## src/rtl/max_run_tracker_if.sv

```systemverilog
// ----------------------------------------------------------------------------
// | Module      : max_run_tracker_if                                          |
// | Description : Word-in / result-out handshake bundle for max_run_tracker.  |
// | Revision    : 1.0  initial release                                        |
// ----------------------------------------------------------------------------
`default_nettype none

interface max_run_tracker_if #(
  parameter int W  = 8,
  parameter int LW = 8
);
  logic          in_valid;
  logic          in_ready;
  logic [W-1:0]  in_data;
  logic          in_last;
  logic          mode;
  logic          out_valid;
  logic          out_ready;
  logic [LW-1:0] out_len;
  logic          out_sat;

  // Data source and result consumer side.
  modport master (
    output in_valid, in_data, in_last, mode, out_ready,
    input  in_ready, out_valid, out_len, out_sat
  );

  // Tracker side.
  modport slave (
    input  in_valid, in_data, in_last, mode, out_ready,
    output in_ready, out_valid, out_len, out_sat
  );
endinterface

`default_nettype wire

```

## src/rtl/max_run_tracker.sv

```systemverilog
// ----------------------------------------------------------------------------
// | Module      : max_run_tracker                                             |
// | Description : Streams a frame of W-bit words and reports the longest run  |
// |               of matching bits across the frame, joining runs that cross  |
// |               word boundaries. Result held on an out_valid/out_ready port.|
// | Revision    : 1.0  initial release                                        |
// ----------------------------------------------------------------------------
`default_nettype none

module max_run_tracker #(
  parameter int W  = 8,
  parameter int LW = 8
) (
  input wire logic         clk,
  input wire logic         reset,
  max_run_tracker_if.slave bus
);

  typedef enum logic {
    ACCUM  = 1'b0,
    REPORT = 1'b1
  } state_t;

  // Counters carry one extra bit; the value 2**LW stands for "saturated".
  localparam int              CW      = LW + 1;
  localparam int              SAT_INT = 2 ** LW;
  localparam logic [CW-1:0]   C_SAT   = {1'b1, {LW{1'b0}}};
  localparam logic [LW-1:0]   C_MAX   = {LW{1'b1}};

  state_t        state, state_nxt;
  logic          first;
  logic          mode_q;
  logic [CW-1:0] cur, best;
  logic [LW-1:0] out_len_q;
  logic          out_sat_q;

  logic          in_ready;
  logic          fire;
  logic          mode_eff;
  logic [W-1:0]  word;
  int            lead, trail, inner;
  logic [CW-1:0] cur_in, joined, inner_c, cand, cur_nxt;

  // Run of ones starting at the MSB (earliest bit in time).
  function automatic int lead_run(input logic [W-1:0] v);
    int   n;
    logic run;
    n   = 0;
    run = 1'b1;
    for (int i = W - 1; i >= 0; i--) begin
      run = run & v[i];
      if (run) n = n + 1;
    end
    return n;
  endfunction

  // Run of ones ending at the LSB (latest bit in time).
  function automatic int trail_run(input logic [W-1:0] v);
    int   n;
    logic run;
    n   = 0;
    run = 1'b1;
    for (int i = 0; i < W; i++) begin
      run = run & v[i];
      if (run) n = n + 1;
    end
    return n;
  endfunction

  // Longest run of ones anywhere in the word.
  function automatic int inner_run(input logic [W-1:0] v);
    int n, m;
    n = 0;
    m = 0;
    for (int i = 0; i < W; i++) begin
      if (v[i]) n = n + 1;
      else      n = 0;
      if (n > m) m = n;
    end
    return m;
  endfunction

  // Saturating add that never exceeds the 2**LW marker value.
  function automatic logic [CW-1:0] sat_add(input logic [CW-1:0] a, input int b);
    int s;
    s = int'(a) + b;
    return (s >= SAT_INT) ? C_SAT : CW'(s);
  endfunction

  assign in_ready = (state == ACCUM) && reset;
  assign fire     = bus.in_valid && in_ready;

  // Per-word run analysis and the running best / carry-in update.
  always_comb begin
    mode_eff = first ? bus.mode : mode_q;
    word     = mode_eff ? ~bus.in_data : bus.in_data;
    lead     = lead_run(word);
    trail    = trail_run(word);
    inner    = inner_run(word);
    cur_in   = first ? '0 : cur;
    joined   = sat_add(cur_in, lead);
    inner_c  = sat_add('0, inner);
    cand     = best;
    if (joined > cand)  cand = joined;
    if (inner_c > cand) cand = inner_c;
    cur_nxt  = (lead == W) ? sat_add(cur_in, W) : sat_add('0, trail);
  end

  // Next-state: leave ACCUM on the last word, leave REPORT when consumed.
  always_comb begin
    state_nxt = state;
    case (state)
      ACCUM:   if (fire && bus.in_last) state_nxt = REPORT;
      REPORT:  if (bus.out_ready)       state_nxt = ACCUM;
      default: state_nxt = ACCUM;
    endcase
  end

  // State register.
  always_ff @(posedge clk or negedge reset) begin
    if (!reset) state <= ACCUM;
    else        state <= state_nxt;
  end

  // Frame accumulators and held result registers.
  always_ff @(posedge clk or negedge reset) begin
    if (!reset) begin
      first     <= 1'b1;
      mode_q    <= 1'b0;
      cur       <= '0;
      best      <= '0;
      out_len_q <= '0;
      out_sat_q <= 1'b0;
    end else if (fire) begin
      if (first) mode_q <= bus.mode;
      cur   <= cur_nxt;
      best  <= cand;
      first <= bus.in_last;
      if (bus.in_last) begin
        out_len_q <= cand[LW] ? C_MAX : cand[LW-1:0];
        out_sat_q <= cand[LW];
      end
    end else if ((state == REPORT) && bus.out_ready) begin
      cur  <= '0;
      best <= '0;
    end
  end

  assign bus.in_ready  = in_ready;
  assign bus.out_valid = (state == REPORT);
  assign bus.out_len   = out_len_q;
  assign bus.out_sat   = out_sat_q;

endmodule

`default_nettype wire

```

## src/flat_wrapper.sv

```systemverilog
// flat-port wrapper written by rule: the top's interface ports become plain ports
module max_run_tracker_flat 
#(
  parameter int W  = 8,
  parameter int LW = 8
)
  (clk, reset, bus_in_valid, bus_in_data, bus_in_last, bus_mode, bus_out_ready, bus_in_ready, bus_out_valid, bus_out_len, bus_out_sat);
  max_run_tracker_if #(.W(W), .LW(LW)) bus_i ();
  input wire logic clk;
  input wire logic reset;
  input wire logic [$bits(bus_i.in_valid)-1:0] bus_in_valid;
  input wire logic [$bits(bus_i.in_data)-1:0] bus_in_data;
  input wire logic [$bits(bus_i.in_last)-1:0] bus_in_last;
  input wire logic [$bits(bus_i.mode)-1:0] bus_mode;
  input wire logic [$bits(bus_i.out_ready)-1:0] bus_out_ready;
  output wire logic [$bits(bus_i.in_ready)-1:0] bus_in_ready;
  output wire logic [$bits(bus_i.out_valid)-1:0] bus_out_valid;
  output wire logic [$bits(bus_i.out_len)-1:0] bus_out_len;
  output wire logic [$bits(bus_i.out_sat)-1:0] bus_out_sat;
  assign bus_i.in_valid = bus_in_valid;
  assign bus_i.in_data = bus_in_data;
  assign bus_i.in_last = bus_in_last;
  assign bus_i.mode = bus_mode;
  assign bus_i.out_ready = bus_out_ready;
  assign bus_in_ready = bus_i.in_ready;
  assign bus_out_valid = bus_i.out_valid;
  assign bus_out_len = bus_i.out_len;
  assign bus_out_sat = bus_i.out_sat;
  max_run_tracker #(.W(W), .LW(LW)) u_core (.clk(clk), .reset(reset), .bus(bus_i));
endmodule
```

## config.mk

```make
export PLATFORM = sky130hd
export DESIGN_NAME = max_run_tracker_flat
export DESIGN_NICKNAME = d
export VERILOG_FILES = /design/src/rtl/max_run_tracker_if.sv /design/src/rtl/max_run_tracker.sv /design/src/flat_wrapper.sv
export SDC_FILE = /design/constraint.sdc
export NUM_CORES = 1
export LEC_CHECK = 0
export CAP_MARGIN = 20
export CORE_MARGIN = 2
export CORE_UTILIZATION = 40
export CTS_CLUSTER_DIAMETER = 30
export CTS_CLUSTER_SIZE = 25
export DETAILED_ROUTE_END_ITERATION = 7
export GPL_ROUTABILITY_DRIVEN = 1
export PLACE_DENSITY = 0.68
export SLEW_MARGIN = 25
export SYNTH_ARGS = -nofsm -noshare
export SYNTH_HDL_FRONTEND = slang
export SYNTH_SLANG_ARGS = --single-unit
```

## constraint.sdc

```tcl
create_clock -name clk -period 33.5 [get_ports clk]
set_clock_uncertainty 0.2 [all_clocks]
set_input_delay 5.025 -clock clk [delete_from_list [all_inputs] [get_ports clk]]
set_output_delay 5.025 -clock clk [all_outputs]
set_load 0.01 [all_outputs]
```

After elaboration in Yosys (flattened, before gate mapping)
Cells that the tools add are included.
{"block": "totals", "register_bits": 30, "input_bits": 14, "word_cells": 114}
{"block": "classes", "n_addsub": 22, "magnitude_cmp": 14, "n_eq_ne": 1, "muxes": 48, "n_bitwise": 16, "n_reduce_logical": 6}
{"op": "32-bit 2-to-1 mux", "count": 28}
{"op": "32-bit by 2-bit adder with 32-bit output, second input constant", "count": 19}
{"op": "32-bit greater-than comparator", "count": 6}
{"op": "32-bit by 10-bit >= comparator with 1-bit output, second input constant", "count": 4}
{"op": "9-bit 2-to-1 mux", "count": 11}
{"op": "10-bit by 32-bit adder with 32-bit output", "count": 1}
{"op": "32-bit by 5-bit == test with 1-bit output, second input constant", "count": 1}
{"op": "32-bit by 2-bit greater-than comparator with 1-bit output", "count": 1}
{"op": "9-bit greater-than comparator", "count": 2}
{"op": "8-bit 2-to-1 mux", "count": 2}
{"op": "1-bit bitwise AND", "count": 14}
{"op": "9-bit by 4-bit adder with 10-bit output, second input constant", "count": 1}
{"op": "8-bit NOT", "count": 1}
{"op": "1-bit 2-to-1 mux", "count": 6}
{"op": "1-bit logical AND", "count": 4}
{"op": "1-bit by 1-bit adder with 2-bit output, second input constant", "count": 1}
{"op": "1-bit case mux with 2 select lines", "count": 1}
{"op": "2-bit AND reduction", "count": 1}
{"op": "2-bit nonzero test", "count": 1}
{"op": "1-bit greater-than comparator, second input constant", "count": 1}
{"op": "1-bit NOT", "count": 1}

Depth between registers and ports, before layout
{"block": "depth", "depth_word": 25, "mapped_depth": 59}

Worst setup path before layout
OpenSTA, ideal clock, no wires.
{"block": "synth_path", "path_kind": "input -> register", "startpoint": "input bus_mode", "endpoint": "register u_core.out_len_q[0] (netlist: u_core.bus.out_len[0])", "setup_time_ns": 0.077, "t_arrival_ns": 14.672, "required_ns": 33.223, "slack_ns": 18.551, "stages": 55, "n_path_buf": 2, "cell_sequence": "mux2_2 buf_4 buf_6 mux2i_1 ha_1 o21ba_2 a211oi_1 inv_1 ha_1 o311ai_0 a41oi_1 a41oi_1 mux2i_1 ha_1 nor2_1 a41oi_1 o31a_1 nand2_1 [19 not listed] nor2b_1 o21a_1 o21a_1 o21a_1 o21ai_0 a21o_1 mux2_2 ha_1 nor2b_1 o21ai_0 nand2b_1 a21oi_1 o21ai_0 a31oi_1 nor3_1 mux2_2 a41o_1 a21oi_1"}
{"block": "synth_between", "elab_chain_cells": 25}
{"item": "from (decl)", "line": "flat_wrapper.sv:14", "rtl": "input wire logic [$bits(bus_i.mode)-1:0] bus_mode;"}
{"item": "1-bit 2-to-1 mux (*)", "line": "max_run_tracker.sv:95", "rtl": "mode_eff = first ? bus.mode : mode_q;"}
{"item": "8-bit 2-to-1 mux (*)", "line": "max_run_tracker.sv:96", "rtl": "word = mode_eff ? ~bus.in_data : bus.in_data;"}
{"item": "1-bit 2-to-1 mux", "line": "max_run_tracker.sv:52", "rtl": "if (run) n = n + 1;"}
{"item": "32-bit by 2-bit adder with 32-bit output", "line": "max_run_tracker.sv:52"}
{"item": "32-bit 2-to-1 mux", "line": "max_run_tracker.sv:52"}
{"item": "32-bit by 2-bit adder with 32-bit output", "line": "max_run_tracker.sv:52"}
{"item": "32-bit 2-to-1 mux", "line": "max_run_tracker.sv:52"}
{"item": "32-bit by 2-bit adder with 32-bit output", "line": "max_run_tracker.sv:52"}
{"item": "[9 not listed]"}
{"item": "10-bit by 32-bit adder with 32-bit output", "line": "max_run_tracker.sv:86", "rtl": "s = int'(a) + b;"}
{"item": "32-bit by 10-bit >= comparator with 1-bit output", "line": "max_run_tracker.sv:87", "rtl": "return (s >= SAT_INT) ? C_SAT : CW'(s);"}
{"item": "9-bit 2-to-1 mux", "line": "max_run_tracker.sv:87"}
{"item": "9-bit greater-than comparator", "line": "max_run_tracker.sv:104", "rtl": "if (joined > cand) cand = joined;"}
{"item": "9-bit 2-to-1 mux", "line": "max_run_tracker.sv:104"}
{"item": "9-bit greater-than comparator", "line": "max_run_tracker.sv:105", "rtl": "if (inner_c > cand) cand = inner_c;"}
{"item": "9-bit 2-to-1 mux (*)", "line": "max_run_tracker.sv:105"}
{"item": "8-bit 2-to-1 mux (*)", "line": "max_run_tracker.sv:140", "rtl": "out_len_q <= cand[LW] ? C_MAX : cand[LW-1:0];"}
{"item": "to (signal assigned)", "line": "max_run_tracker.sv:140"}
{"item": "to (decl)", "line": "max_run_tracker.sv:34", "rtl": "logic [LW-1:0] out_len_q;"}
Mark *: on every way between the ends. The rest lies on a longest branch, timed or not.
A chain may end at the register's enable or synchronous reset.

Worst setup path in the final report
{"block": "layout_path", "startpoint": "input bus_in_data[1]", "endpoint": "register u_core.best[0]"}
{"block": "layout_between", "elab_chain_cells": 22}
{"item": "from (decl)", "line": "flat_wrapper.sv:12", "rtl": "input wire logic [$bits(bus_i.in_data)-1:0] bus_in_data;"}
{"item": "8-bit NOT", "line": "max_run_tracker.sv:96"}
{"item": "8-bit 2-to-1 mux (*)", "line": "max_run_tracker.sv:96"}
{"item": "32-bit 2-to-1 mux", "line": "max_run_tracker.sv:76", "rtl": "if (v[i]) n = n + 1;"}
{"item": "32-bit by 2-bit adder with 32-bit output / 32-bit by 2-bit greater-than comparator with 1-bit output (equally long branches)", "line": "max_run_tracker.sv:76, max_run_tracker.sv:78"}
{"item": "32-bit 2-to-1 mux (on tied branches)", "line": "max_run_tracker.sv:76, max_run_tracker.sv:78"}
{"item": "32-bit by 2-bit adder with 32-bit output / 32-bit greater-than comparator (equally long branches)", "line": "max_run_tracker.sv:76, max_run_tracker.sv:78"}
{"item": "32-bit 2-to-1 mux (on tied branches)", "line": "max_run_tracker.sv:76, max_run_tracker.sv:78"}
{"item": "32-bit by 2-bit adder with 32-bit output / 32-bit greater-than comparator (equally long branches)", "line": "max_run_tracker.sv:76, max_run_tracker.sv:78"}
{"item": "[6 not listed]"}
{"item": "32-bit 2-to-1 mux (on tied branches)", "line": "max_run_tracker.sv:76, max_run_tracker.sv:78"}
{"item": "32-bit greater-than comparator", "line": "max_run_tracker.sv:78", "rtl": "if (n > m) m = n;"}
{"item": "32-bit 2-to-1 mux", "line": "max_run_tracker.sv:78"}
{"item": "32-bit by 10-bit >= comparator with 1-bit output", "line": "max_run_tracker.sv:87"}
{"item": "9-bit 2-to-1 mux", "line": "max_run_tracker.sv:87"}
{"item": "9-bit greater-than comparator", "line": "max_run_tracker.sv:105"}
{"item": "9-bit 2-to-1 mux (*)", "line": "max_run_tracker.sv:105"}
{"item": "9-bit 2-to-1 mux (*)", "line": "max_run_tracker.sv:134", "rtl": "end else if (fire) begin"}
{"item": "to (signal assigned)", "line": "max_run_tracker.sv:137", "rtl": "best <= cand;"}
{"item": "to (decl)", "line": "max_run_tracker.sv:33", "rtl": "logic [CW-1:0] cur, best;"}
Marks and branches as above.

==> metrics.txt <==
ys flop type=dfrtp_1; post-synthesis register bit count=30; Vias=4397; Area contributors post-synth=dfrtp_1 (16%), ha_1 (16%), nand2_1 (4.8%); hold buffers post-CTS=0; Max stage delay cell, worst path=clkdlybuf4s50_1; initial antenna violation count=0; hpwl dp=9094 microns; Row Count=38; pin count of the biggest net entering global routing=32; maximum VDD drop=roughly 22 uV; cell mode on critical path=ha_1; H-tree depth=2; PwrDens=47.85 nW/um^2; core area=10940 sq um; Final Max Tran Viols=0; final-report hold violation count=0; post-synthesis mux area share=6.333%; Sum Neg Setup Slack=0 ps; Worst Setup SP=bus_in_data[1]; Leak=roughly 2.3 nW; final number of setup-violating endpoints=0; Synth area leader=dfrtp_1; XOR/XNOR Fraction of Synth Area=3.278%; DR iter-0 viols=212; Skew-Pair Late Insertion Delay=280 ps; vias in the first global route=between 4000 and 5000; register area=752.0 sq um; Max-cap violations=0; fin area=5101 sq um; fmax=61.06 MHz; die area=~12000 sq um; TritonCTS buffer count=5; final wirelength=roughly 11000 microns; RSZ-0062 raised after global routing=false; Synth-to-Final Area Change=13.25%; global route overflow=0; top cell type's share of synthesized area=16.11%; Post-DP Area=4966 sq um; Layout Utilization=46.65%; CP max FO=17; Starting Density=41.19%; Final Wtd Congestion=0.9248; CTS tree=yes; Ports=25; DP Worst Slack=about 17000 ps; PnR worst setup slack=roughly 17000 ps; largest family of logic cells by synthesized area=compound AO/OA/AOI/OAI gates; sequential fraction of the synthesis area=16.69%; status=complete, no violations; simple-gate share of the synthesized area=approximately a quarter; CTS clk-pin slew, worst paths=~50 ps; max_slew headroom=38.60%; post-CTS sizing=0; total number of yosys warnings=0; Post-CTS Setup Repair Bufs=0; Slew @ Worst Pin=921.1 ps; post-synthesis compound-gate area fraction=between 20% and 30%; Die H=~110 microns; Layout Nets=702; WP data required=roughly 33000 ps; Hold Crit Class=flop to flop; Via density=around 5.7; mapped cell area=approximately 4500 sq um; clk sinks=30; share of cells above drive strength 1=7.472%; antenna diode count=0; r2r startpoint=u_core.first$_DFFE_PN1P_; multi-input logic area=roughly 3600 sq um; Post-Synth Adder-Cell Area=16.78%; Tot GR Track Use=19.66%; Die X=110.1 microns; CP startpoint kind=input pin; EDFF count, synth=0; CP arrival=16370 ps; Hold Startpoint=u_core.bus.out_len[3]$_DFFE_PN0P_; Final period util=between 40% and 50%; Cell variety after synth=76; wire per inst=between 10 and 15 microns; CP endpoint kind=flop; Clock Path Buffers=2; Crit Path Class=input pin to flop; fillers=1082; Post-Syn Instances=just under 600; ys async rst share=100.0%; Crit path largest cell delay=680 ps; post-route ant nets=0; CTS root buffer=clkbuf_16; fin crit period=16380 ps; # port buffers=24; first-pass GRT wire length=between 15000 and 20000 microns; Avg Cell Area, Syn=7.700 sq um; drt first pass iters=4; DRC viols=0
[power breakdown]
group           total, W  internal (W)  leakage, nW  switching (W)
clock network  0.0000425     0.0000268       0.0694      0.0000158
logic           0.000152     0.0000661         1.87      0.0000862
registers      0.0000492     0.0000436        0.389     0.00000560
total           0.000244      0.000136         2.33       0.000108
[area by class of cell]
| type | instances | area share, % |
|---|---|---|
| Multi-Input combinational cell | 524 | 70.86 |
| Sequential cell | 30 | 14.74 |
| Timing Repair Buffer | 29 | 5.445 |
| Tap cell | 140 | 3.434 |
| Inverter | 39 | 2.870 |
| Clock buffer | 5 | 2.453 |
| Clock inverter | 2 | 0.1962 |
[per-layer routing]
layer	vias to the layer above	track usage, %	wire length, microns
met1	2089	24.49	5316
met5	-	0	0
met2	67	35.71	5649
met3	13	2.058	255
li1	2228	-	-
met4	0	5.625	174
[logic make-up (layout without fill, tap and decap cells)]
| group | count (synthesis) | count (layout) |
|---|---|---|
| AOI/OAI and AO/OA | 172 | 172 |
| and+or+nand+nor | 222 | 222 |
| xor gates and xnor gates | 16 | 16 |
| muxes | 27 | 27 |
| other | 2 | 27 |
| adders and majority gates | 60 | 60 |
| buffers and inverters | 56 | 75 |
| DFF | 30 | 30 |
[worst paths after layout]
kind,to,cells after the start,slack (ps)
min in group asynchronous,u_core.cur[3]$_DFFE_PN0P_,2,4940
setup reg to reg,u_core.best[0]$_DFFE_PN0P_,55,21560
setup / recovery,u_core.best[0]$_DFFE_PN0P_,54,17120
hold reg to reg,u_core.bus.out_len[3]$_DFFE_PN0P_,2,270
max in group asynchronous,u_core.first$_DFFE_PN1P_,2,27830
hold / removal,u_core.bus.out_len[3]$_DFFE_PN0P_,2,270
[registers in the layout, indices dropped and copies added (netlist names)]
signal                count
u_core.bus.out_sat        1
u_core.first              1
u_core.best               9
u_core.mode_q             1
u_core.bus.out_valid      1
u_core.bus.out_len        8
u_core.cur                9
[critical path, delay by kind of cell]
kind | cells | cell delay, ps
compound gates | 26 | 4750
mux | 5 | 1840
buf+inv | 3 | 840
fa+ha+maj | 7 | 1680
simple gates | 13 | 2190
[cells in the final DEF, fill, tap and decap left out, types with 5 or more instances in the layout]
cell type / instances
o31a_1: 5
nand3_1: 18
nor3_1: 21
a21o_1: 9
o21a_1: 13
a211oi_1: 5
mux2_2: 9
nand2b_1: 8
clkbuf_16: 5
ha_1: 58
a21oi_1: 27
inv_1: 39
xnor2_1: 9
nor2_1: 44
a31oi_1: 7
dfrtp_1: 29
o21ai_0: 42
nor2b_1: 24
nand4_1: 9
clkdlybuf4s50_1: 24
or2_2: 9
xor2_1: 6
conb_1: 27
nand2_1: 58
buf_4: 5
and2_1: 5
and3_1: 5
mux2i_1: 17
o211ai_1: 10
[Yosys cell counts, drive strengths merged, types with 10 or more instances]
library cell / instances
a21oi: 27
clkbuf: 12
dfrtp: 29
ha: 58
inv: 39
mux2i: 18
nand2: 59
nand3: 18
nand4: 10
nor2: 44
nor2b: 24
nor3: 21
o211ai: 10
o21a: 13
o21ai: 46
xnor2: 10
[through the flow]
step / total power (W) / cells / hold WS [ps]
2_1_floorplan: 0.0001615 / 610 / 241.9
3_3_place_gp: 0.0001941 / 762 / 258.7
3_5_place_dp: 0.0001991 / 762 / 258.7
4_1_cts: 0.0002432 / 769 / 270.4
5_1_grt: 0.0002667 / 769 / 296.6
6_report: 0.0002441 / 769 / 269.9
Note: power is estimated with default switching activity, not from simulation.
